<file path="config.mk">
export PLATFORM = sky130hd
export DESIGN_NAME = keypad_scanner
export DESIGN_NICKNAME = d
export VERILOG_FILES = /design/src/rtl/keypad_scanner.sv
export SDC_FILE = /design/constraint.sdc
export NUM_CORES = 1
export LEC_CHECK = 0
export CORE_ASPECT_RATIO = 0.9
export CORE_MARGIN = 2
export CORE_UTILIZATION = 40
export CTS_BUF_LIST = sky130_fd_sc_hd__clkbuf_2
export DETAILED_ROUTE_END_ITERATION = 10
export DONT_BUFFER_PORTS = 1
export SLEW_MARGIN = 0
export SYNTH_ARGS = -nofsm -noshare
export SYNTH_HDL_FRONTEND = slang
export SYNTH_SLANG_ARGS = --single-unit
</file>
<file path="constraint.sdc">
create_clock -name clk -period 6.5 [get_ports clk]
set_input_delay 0.325 -clock clk [delete_from_list [all_inputs] [get_ports clk]]
set_output_delay 0.325 -clock clk [all_outputs]
set_load 0.1 [all_outputs]
</file>
<file path="src/rtl/keypad_scanner.sv">
// 4x4 matrix keypad scanner: active-low row drive, 2-flop column sync, frame debounce, one pulse per press.
// Latency: key_valid rises 1 cycle after the DEBOUNCE_SCANS-th matching frame completes; no backpressure (pulse is fire-and-forget).
// Optional KEY_REPEAT_EN: auto-repeat pulses while a key stays held.
module keypad_scanner #(
    parameter int SCAN_TICKS     = 12500,
    parameter int DEBOUNCE_SCANS = 3,
    parameter int REPEAT_SCANS   = 20
) (
    input  logic       clk,
    input  logic       rst,
    input  logic [3:0] cols,
    output logic [3:0] rows,
    output logic [3:0] key_code,
    output logic       key_valid,
    output logic       key_held
);

    localparam int TW = (SCAN_TICKS > 1) ? $clog2(SCAN_TICKS) : 1;
    localparam int CW = $clog2(DEBOUNCE_SCANS + 1);

    localparam logic [1:0] S_IDLE     = 2'd0;
    localparam logic [1:0] S_DEBOUNCE = 2'd1;
    localparam logic [1:0] S_PRESSED  = 2'd2;
    localparam logic [1:0] S_RELEASE  = 2'd3;

    logic [3:0]    cols_s1, cols_s2;
    logic [TW-1:0] tick;
    logic [1:0]    row_idx;
    logic [1:0]    acc_cnt;
    logic [3:0]    acc_code;
    logic [1:0]    state;
    logic [3:0]    cand;
    logic [CW-1:0] cnt;

    logic [3:0] row_keys;
    logic [2:0] row_cnt;
    logic [1:0] row_col;
    logic [2:0] sum_cnt;
    logic [1:0] frame_cnt;
    logic [3:0] frame_code;
    logic       sample;
    logic       frame_done;
    logic       is_none;
    logic       is_single;

    assign rows = ~(4'b0001 << row_idx);

    // Per-row key count, saturated into a frame-wide NONE/SINGLE/MULTI tally.
    always_comb begin
        row_keys = ~cols_s2;
        row_cnt  = 3'(row_keys[0]) + 3'(row_keys[1]) + 3'(row_keys[2]) + 3'(row_keys[3]);
        row_col  = 2'd0;
        if (row_keys[3]) row_col = 2'd3;
        if (row_keys[2]) row_col = 2'd2;
        if (row_keys[1]) row_col = 2'd1;
        if (row_keys[0]) row_col = 2'd0;
        sum_cnt    = {1'b0, acc_cnt} + row_cnt;
        frame_cnt  = (sum_cnt >= 3'd2) ? 2'd2 : sum_cnt[1:0];
        frame_code = (row_cnt == 3'd1) ? {row_idx, row_col} : acc_code;
        sample     = (tick == TW'(SCAN_TICKS - 1));
        frame_done = sample && (row_idx == 2'd3);
        is_none    = (frame_cnt == 2'd0);
        is_single  = (frame_cnt == 2'd1);
    end

`ifdef KEY_REPEAT_EN
    localparam int RW = $clog2(2 * REPEAT_SCANS + 1);
    logic [RW-1:0] rep_cnt;
    logic          rep_first;
`endif

    always_ff @(posedge clk) begin
        if (rst) begin
            cols_s1   <= 4'b1111;
            cols_s2   <= 4'b1111;
            tick      <= '0;
            row_idx   <= 2'd0;
            acc_cnt   <= 2'd0;
            acc_code  <= 4'd0;
            state     <= S_IDLE;
            cand      <= 4'd0;
            cnt       <= '0;
            key_code  <= 4'd0;
            key_valid <= 1'b0;
            key_held  <= 1'b0;
`ifdef KEY_REPEAT_EN
            rep_cnt   <= '0;
            rep_first <= 1'b1;
`endif
        end else begin
            cols_s1   <= cols;
            cols_s2   <= cols_s1;
            key_valid <= 1'b0;

            if (sample) begin
                tick     <= '0;
                row_idx  <= row_idx + 2'd1;
                acc_cnt  <= frame_done ? 2'd0 : frame_cnt;
                acc_code <= frame_code;
            end else begin
                tick <= tick + 1'b1;
            end

            if (frame_done) begin
                case (state)
                    S_IDLE: begin
                        if (is_single) begin
                            cand <= frame_code;
                            if (DEBOUNCE_SCANS == 1) begin
                                key_code  <= frame_code;
                                key_valid <= 1'b1;
                                key_held  <= 1'b1;
                                state     <= S_PRESSED;
                                cnt       <= '0;
`ifdef KEY_REPEAT_EN
                                rep_cnt   <= '0;
                                rep_first <= 1'b1;
`endif
                            end else begin
                                cnt   <= CW'(1);
                                state <= S_DEBOUNCE;
                            end
                        end
                    end
                    S_DEBOUNCE: begin
                        if (is_single && frame_code == cand) begin
                            if (cnt == CW'(DEBOUNCE_SCANS - 1)) begin
                                key_code  <= cand;
                                key_valid <= 1'b1;
                                key_held  <= 1'b1;
                                state     <= S_PRESSED;
                                cnt       <= '0;
`ifdef KEY_REPEAT_EN
                                rep_cnt   <= '0;
                                rep_first <= 1'b1;
`endif
                            end else begin
                                cnt <= cnt + 1'b1;
                            end
                        end else begin
                            state <= S_IDLE;
                            cnt   <= '0;
                        end
                    end
                    S_PRESSED: begin
                        if (is_none) begin
                            if (DEBOUNCE_SCANS == 1) begin
                                state    <= S_IDLE;
                                key_held <= 1'b0;
                            end else begin
                                state <= S_RELEASE;
                                cnt   <= CW'(1);
                            end
                        end else begin
`ifdef KEY_REPEAT_EN
                            // First repeat waits twice as long as the following ones.
                            if (rep_cnt == (rep_first ? RW'(2 * REPEAT_SCANS - 1) : RW'(REPEAT_SCANS - 1))) begin
                                key_valid <= 1'b1;
                                rep_cnt   <= '0;
                                rep_first <= 1'b0;
                            end else begin
                                rep_cnt <= rep_cnt + 1'b1;
                            end
`endif
                        end
                    end
                    default: begin
                        if (is_none) begin
                            if (cnt == CW'(DEBOUNCE_SCANS - 1)) begin
                                state    <= S_IDLE;
                                key_held <= 1'b0;
                                cnt      <= '0;
                            end else begin
                                cnt <= cnt + 1'b1;
                            end
                        end else begin
                            state <= S_PRESSED;
                            cnt   <= '0;
`ifdef KEY_REPEAT_EN
                            rep_cnt   <= '0;
                            rep_first <= 1'b1;
`endif
                        end
                    end
                endcase
            end
        end
    end

endmodule

</file>
### Yosys cells after proc, flatten, opt, wreduce, memory -nomap -nowiden

Cells that the tools add are included.

| storage, ports and cells | value |
|---|---|
| register bits after elaboration | 44 |
| latch bits | 0 |
| bits in writable memories | 0 |
| ROM bits | 0 |
| bits of input ports | 6 |
| logic and storage cells | 78 |
| memories | 0 |

| cells by class | value |
|---|---|
| add/sub/neg operators | 7 |
| multipliers | 0 |
| divide/modulo/power cells | 0 |
| order comparisons | 1 |
| eq/ne operators | 13 |
| shift-type cells | 1 |
| mux-type cells | 25 |
| bitwise logic cells | 6 |
| reductions and logical operators | 13 |

Operator list:

| operator | count |
|---|---|
| $mux 2 | 16 |
| $add 14x1->14 const B | 1 |
| $eq 14x14->1 const B | 1 |
| $pmux 2 s3 | 2 |
| $reduce_and 5->1 | 2 |
| $not 4->4 | 2 |
| $eq 2x2->1 const B | 3 |
| $ne 2x2->1 const B | 3 |
| $reduce_and 3->1 | 2 |
| $mux 1 | 5 |
| $ne 5x1->1 const B | 1 |
| $add 2x1->2 const B | 2 |
| $eq 2x1->1 const B | 2 |
| $eq 4x4->1 | 1 |
| $logic_not 2->1 | 2 |
| $mux 4 | 1 |
| $not 1->1 | 4 |
| $reduce_and 4->1 | 1 |
| $reduce_or 2->1 | 2 |
| $reduce_or 4->1 | 1 |
| $shl 1x2->4 const A | 1 |
| $add 2x1->3 | 1 |
| $add 2x3->3 | 1 |
| $add 3x1->3 | 1 |
| other kinds (7) | 8 |

### Depth between registers and ports, before layout

| depth | value |
|---|---|
| depth in word-level cells | 11 |
| mapped depth | 11 |

### Least setup slack after synthesis

No wires, ideal clock.

| timing | value |
|---|---|
| kind | reg2reg |
| start | reg cols_s2[0] |
| end | reg state[0] |
| data arrival time | 3.247 ns |
| slack | 3.129 ns |
| stages on the path, launching flop included | 12 |
| clock period less this slack | 3.371 ns |
| cell sequence | dfxtp_1 inv_1 fa_1 ha_1 ha_1 or3b_1 buf_6 and2_4 or3_4 a2111oi_4 a221oi_1 mux2_1 |

| between the ends | value |
|---|---|
| word-level cells in the longest chain between the ends | 11 |

RTL lines:

| what | line | RTL |
|---|---|---|
| start, declared | 26 | `logic [3:0] cols_s1, cols_s2;` |
| start signal, assigned | 92 | `cols_s2 <= cols_s1;` |
| $not 4->4 * | 50 | `row_keys = ~cols_s2;` |
| $add 1x1->2 | 51 | `row_cnt = 3'(row_keys[0]) + 3'(row_keys[1]) + 3'(row_keys[2]) + 3'(row_keys[3]);` |
| $add 2x1->3 | 51 |  |
| $add 3x1->3 | 51 |  |
| $add 2x3->3 | 57 | `sum_cnt = {1'b0, acc_cnt} + row_cnt;` |
| $ge 3x2->1 | 58 | `frame_cnt = (sum_cnt >= 3'd2) ? 2'd2 : sum_cnt[1:0];` |
| $mux 2 | 58 |  |
| $eq 2x1->1 | 63 | `is_single = (frame_cnt == 2'd1);` |
| $logic_and 1x1->1 | 126 | `if (is_single && frame_code == cand) begin` |
| $ne 3x3->1 (no source line) or $mux 2 (tied branches) | n/a |  |
| $reduce_and 5->1 (no source line) or $pmux 2 s3 (tied branches) | n/a |  |
| end signal, assigned | 121 | `state <= S_DEBOUNCE;` |
| end signal, assigned | 131 | `state <= S_PRESSED;` |
| end signal, assigned | 141 | `state <= S_IDLE;` |
| end, declared | 31 | `logic [1:0] state;` |

Mark *: on every way between the ends. The rest lies on a longest branch, timed or not.
A chain may end at the register's enable or synchronous reset.

### Worst setup path in the final report

| timing | value |
|---|---|
| start | reg cols_s2[1] |
| end | reg state[0] |

Same word-level chain as after synthesis.

==> results.md <==
- Global-route wire length before repair: 7050 um
- Width of the die: 83.0 um
- Crit path cell chain: inv_1, fa_1, ha_1, ha_1, or3b_1, a211oi_1, o21ai_1, a2111oi_4, a221oi_1, mux2_1
- Main synth FF type: dfxtp_1
- H-tree depth: 2
- Status: complete, no violations
- Mapped cell area: 2250 um^2
- Finished Layout Cells: 318
- Crit path max-delay family: compound AO/OA/AOI/OAI gates
- Place WS: 2.90 ns
- GRT Util Overall: 0.143
- Seq pwr share: 0.590
- Maximum clock frequency: 275 MHz
- Final GP Congestion: 0.819
- Post-CTS sizing: 0
- Most common cell after layout, fill and taps aside: dfxtp_1
- Post-detailed-route count of antenna-violating nets: 0
- Setup total negative slack: 0 ns
- Rel. slew slack: 0.340
- Layout cell share with drive strength beyond 1: 0.108
- Most frequent cells in the layout: dfxtp_1 (44), nor2_1 (35), nand2_1 (16)
- RSZ-0062 raised after global routing: no
- Max rail drop VDD: 0.101 mV
- Vias/cell: 5.26
- Area Overhead vs Synth: 7.57%
- Clock-pin slew on the worst setup and hold paths: 0.22 ns
- Max Cap Viol: 0
- Clk pwr share: 0.326
- Final Hold Fails: 0
- Worst Skew: 0.0166 ns
- Starting Density: 0.420
- Violation count after the first detailed-route iteration: 79
- Root Buffer: clkbuf_2
- DP Cell Count: 304
- Worst Tran Pin Value: 0.988 ns
- CTS buffer count: 5
- Critical path type: flop to flop
- Hold slack: 0.0923 ns
- Worst-Skew Late Latency: 0.40 ns
- Synthesized area per cell: 9.13 um^2
- Critical Path Fanout Max: 7
- Final worst path period share: 0.560
- CP arrival: 3.95 ns
- CTS tree: yes
- Final min period: 3.64 ns
- Worst setup margin: 2.86 ns
- Combinational power share: 0.085
- Mapped Nets: 266
- CP endpoint kind: flop
- Sw Share: 0.243
- Number of global-route vias before repair: 1511
- DRC errors left: 0
- Min-Delay Path Class: input pin to flop
- Seq cells post-synth: 44
- Crit-path max cell delay: 0.49 ns
- Total length of routed wires: 4060 um
- Die height: 75.1 um
- Initial antenna violation count: 0
- DP HPWL: 2860 um
- Clk sinks: 44
- P_sw: 0.000114 W
- Int Power: 0.000355 W
- Cell mode on critical path: ha_1
- Ports: 16
- Critical path launch point type: flop
- Die area: 6230 um^2
- Max stage delay cell, worst path: or3b_1
- Largest net degree at the start of global routing: 27
- Lkg Pwr: 0.922 nW
- Worst Path Required: 6.81 ns
- Post-synth ARST share: 0
- GRT Residual Overflow: 0
- Port bufs: 0
- Power per cell area: 194 nW/um^2
- Antenna cells: 0
- Num rows: 25
- Final nets: 270
- CP bufs+invs: 1
- Post-synthesis sequential area ratio: 0.392
- Max-slew violations: 0
- Core area: 5350 um^2
- Post-synth EDFFs: 0
- Max Buffers Root-to-Sink: 2
- DR pass1 iterations: 4
- Synth warn: 0
- Syn Inst Count: 246
- Distinct cells, synth: 51
- WL per Instance: 12.8 um
- # setup viols final: 0
- Power Total: 0.000469 W
- Vias: 1672
==> cell type report <==
class                           instances  area, um^2
Fill cell                             528        2930
Multi-Input combinational cell        179        1270
Sequential cell                        44         881
Tap cell                               67        83.8
Timing Repair Buffer                    6        60.1
Inverter                               14        52.6
Clock inverter                          3        42.5
Clock buffer                            5        25.0
==> worst register-to-register path: stages (launching register included) <==
cell       delay [ns]
dfxtp_1          0.41
inv_1            0.07
fa_1             0.45
ha_1             0.19
ha_1             0.33
or3b_1           0.49
a211oi_1         0.37
o21ai_1          0.23
a2111oi_4        0.46
a221oi_1         0.20
mux2_1           0.34
==> metrics by stage <==
stage	area [um^2]	utilization
2_1_floorplan	2250	-
3_3_place_gp	2290	0.428
3_5_place_dp	2290	0.428
4_1_cts	2410	0.450
5_1_grt	2420	0.452
6_report	2420	0.452
==> final timing paths <==
kind,start,to,slack [ns],cells after the start
worst min-delay path,rst,state[1],0.09,2
worst max register to register,cols_s2[1],state[0],2.86,10
worst max-delay path,cols_s2[1],state[0],2.86,10
worst min register to register,cols_s1[0],cols_s2[0],0.44,1
==> metal layers <==
metal  wire length [um]  vias to the layer above  share of wire  GRT usage
li1                   -                      856              -          -
met1               2070                      776           0.51      0.188
met2               1780                       38           0.44      0.223
met3                191                        2          0.047     0.0504
met4                 25                        0         0.0062     0.0437
met5                  0                        -              0          0
==> power by group through the flow <==
stage	Combinational (W)	Sequential (W)	Clock (W)
after floorplan	0.0000336	0.000281	0
after global placement	0.0000344	0.000282	0
after detailed placement	0.0000347	0.000282	0
after CTS	0.0000392	0.000277	0.000162
after global routing	0.0000443	0.000277	0.000175
final	0.0000397	0.000277	0.000153
==> cells by family after synthesis <==
logic type | synth area share
DFF | 0.392
xor gates and xnor gates | 0.0546
AOI/OAI and AO/OA | 0.123
adders and majority gates | 0.0846
muxes | 0.0496
and+or+nand+nor | 0.254
buffers and inverters | 0.0418
==> sequential cells by signal, indices dropped and copies added, names as in the netlist, 2 cells and up <==
signal    cells
cnt           2
state         2
row_idx       2
cand          4
acc_code      4
key_code      4
acc_cnt       2
cols_s2       4
cols_s1       4
tick         14
==> Yosys cell counts, types with 2 or more instances <==
cell type | number | share of area
a2111oi_4 | 2 | 0.024
a211oi_1 | 3 | 0.010
a21oi_1 | 8 | 0.018
and2_1 | 2 | 0.0056
and3_1 | 2 | 0.0056
and4_1 | 2 | 0.0078
clkbuf_1 | 8 | 0.013
dfxtp_1 | 44 | 0.39
fa_1 | 2 | 0.018
ha_1 | 12 | 0.067
inv_1 | 14 | 0.023
mux2i_1 | 10 | 0.045
nand2_1 | 16 | 0.027
nand2b_1 | 4 | 0.011
nand3_1 | 7 | 0.016
nand4_1 | 4 | 0.011
nor2_1 | 35 | 0.058
nor2b_1 | 3 | 0.0084
nor3_1 | 5 | 0.011
o21ai_0 | 6 | 0.013
o21ai_1 | 2 | 0.0045
or2_2 | 11 | 0.031
or3_1 | 4 | 0.011
xnor2_1 | 4 | 0.016
xor2_1 | 10 | 0.039
==> what timing repair did <==
item,in CTS,in global routing
hold buffers,5,1
buffers inserted,0,0
endpoints found under the hold margin,26,1
setup endpoints to repair,0,0
No activity file was read; power rests on OpenSTA's default activity.
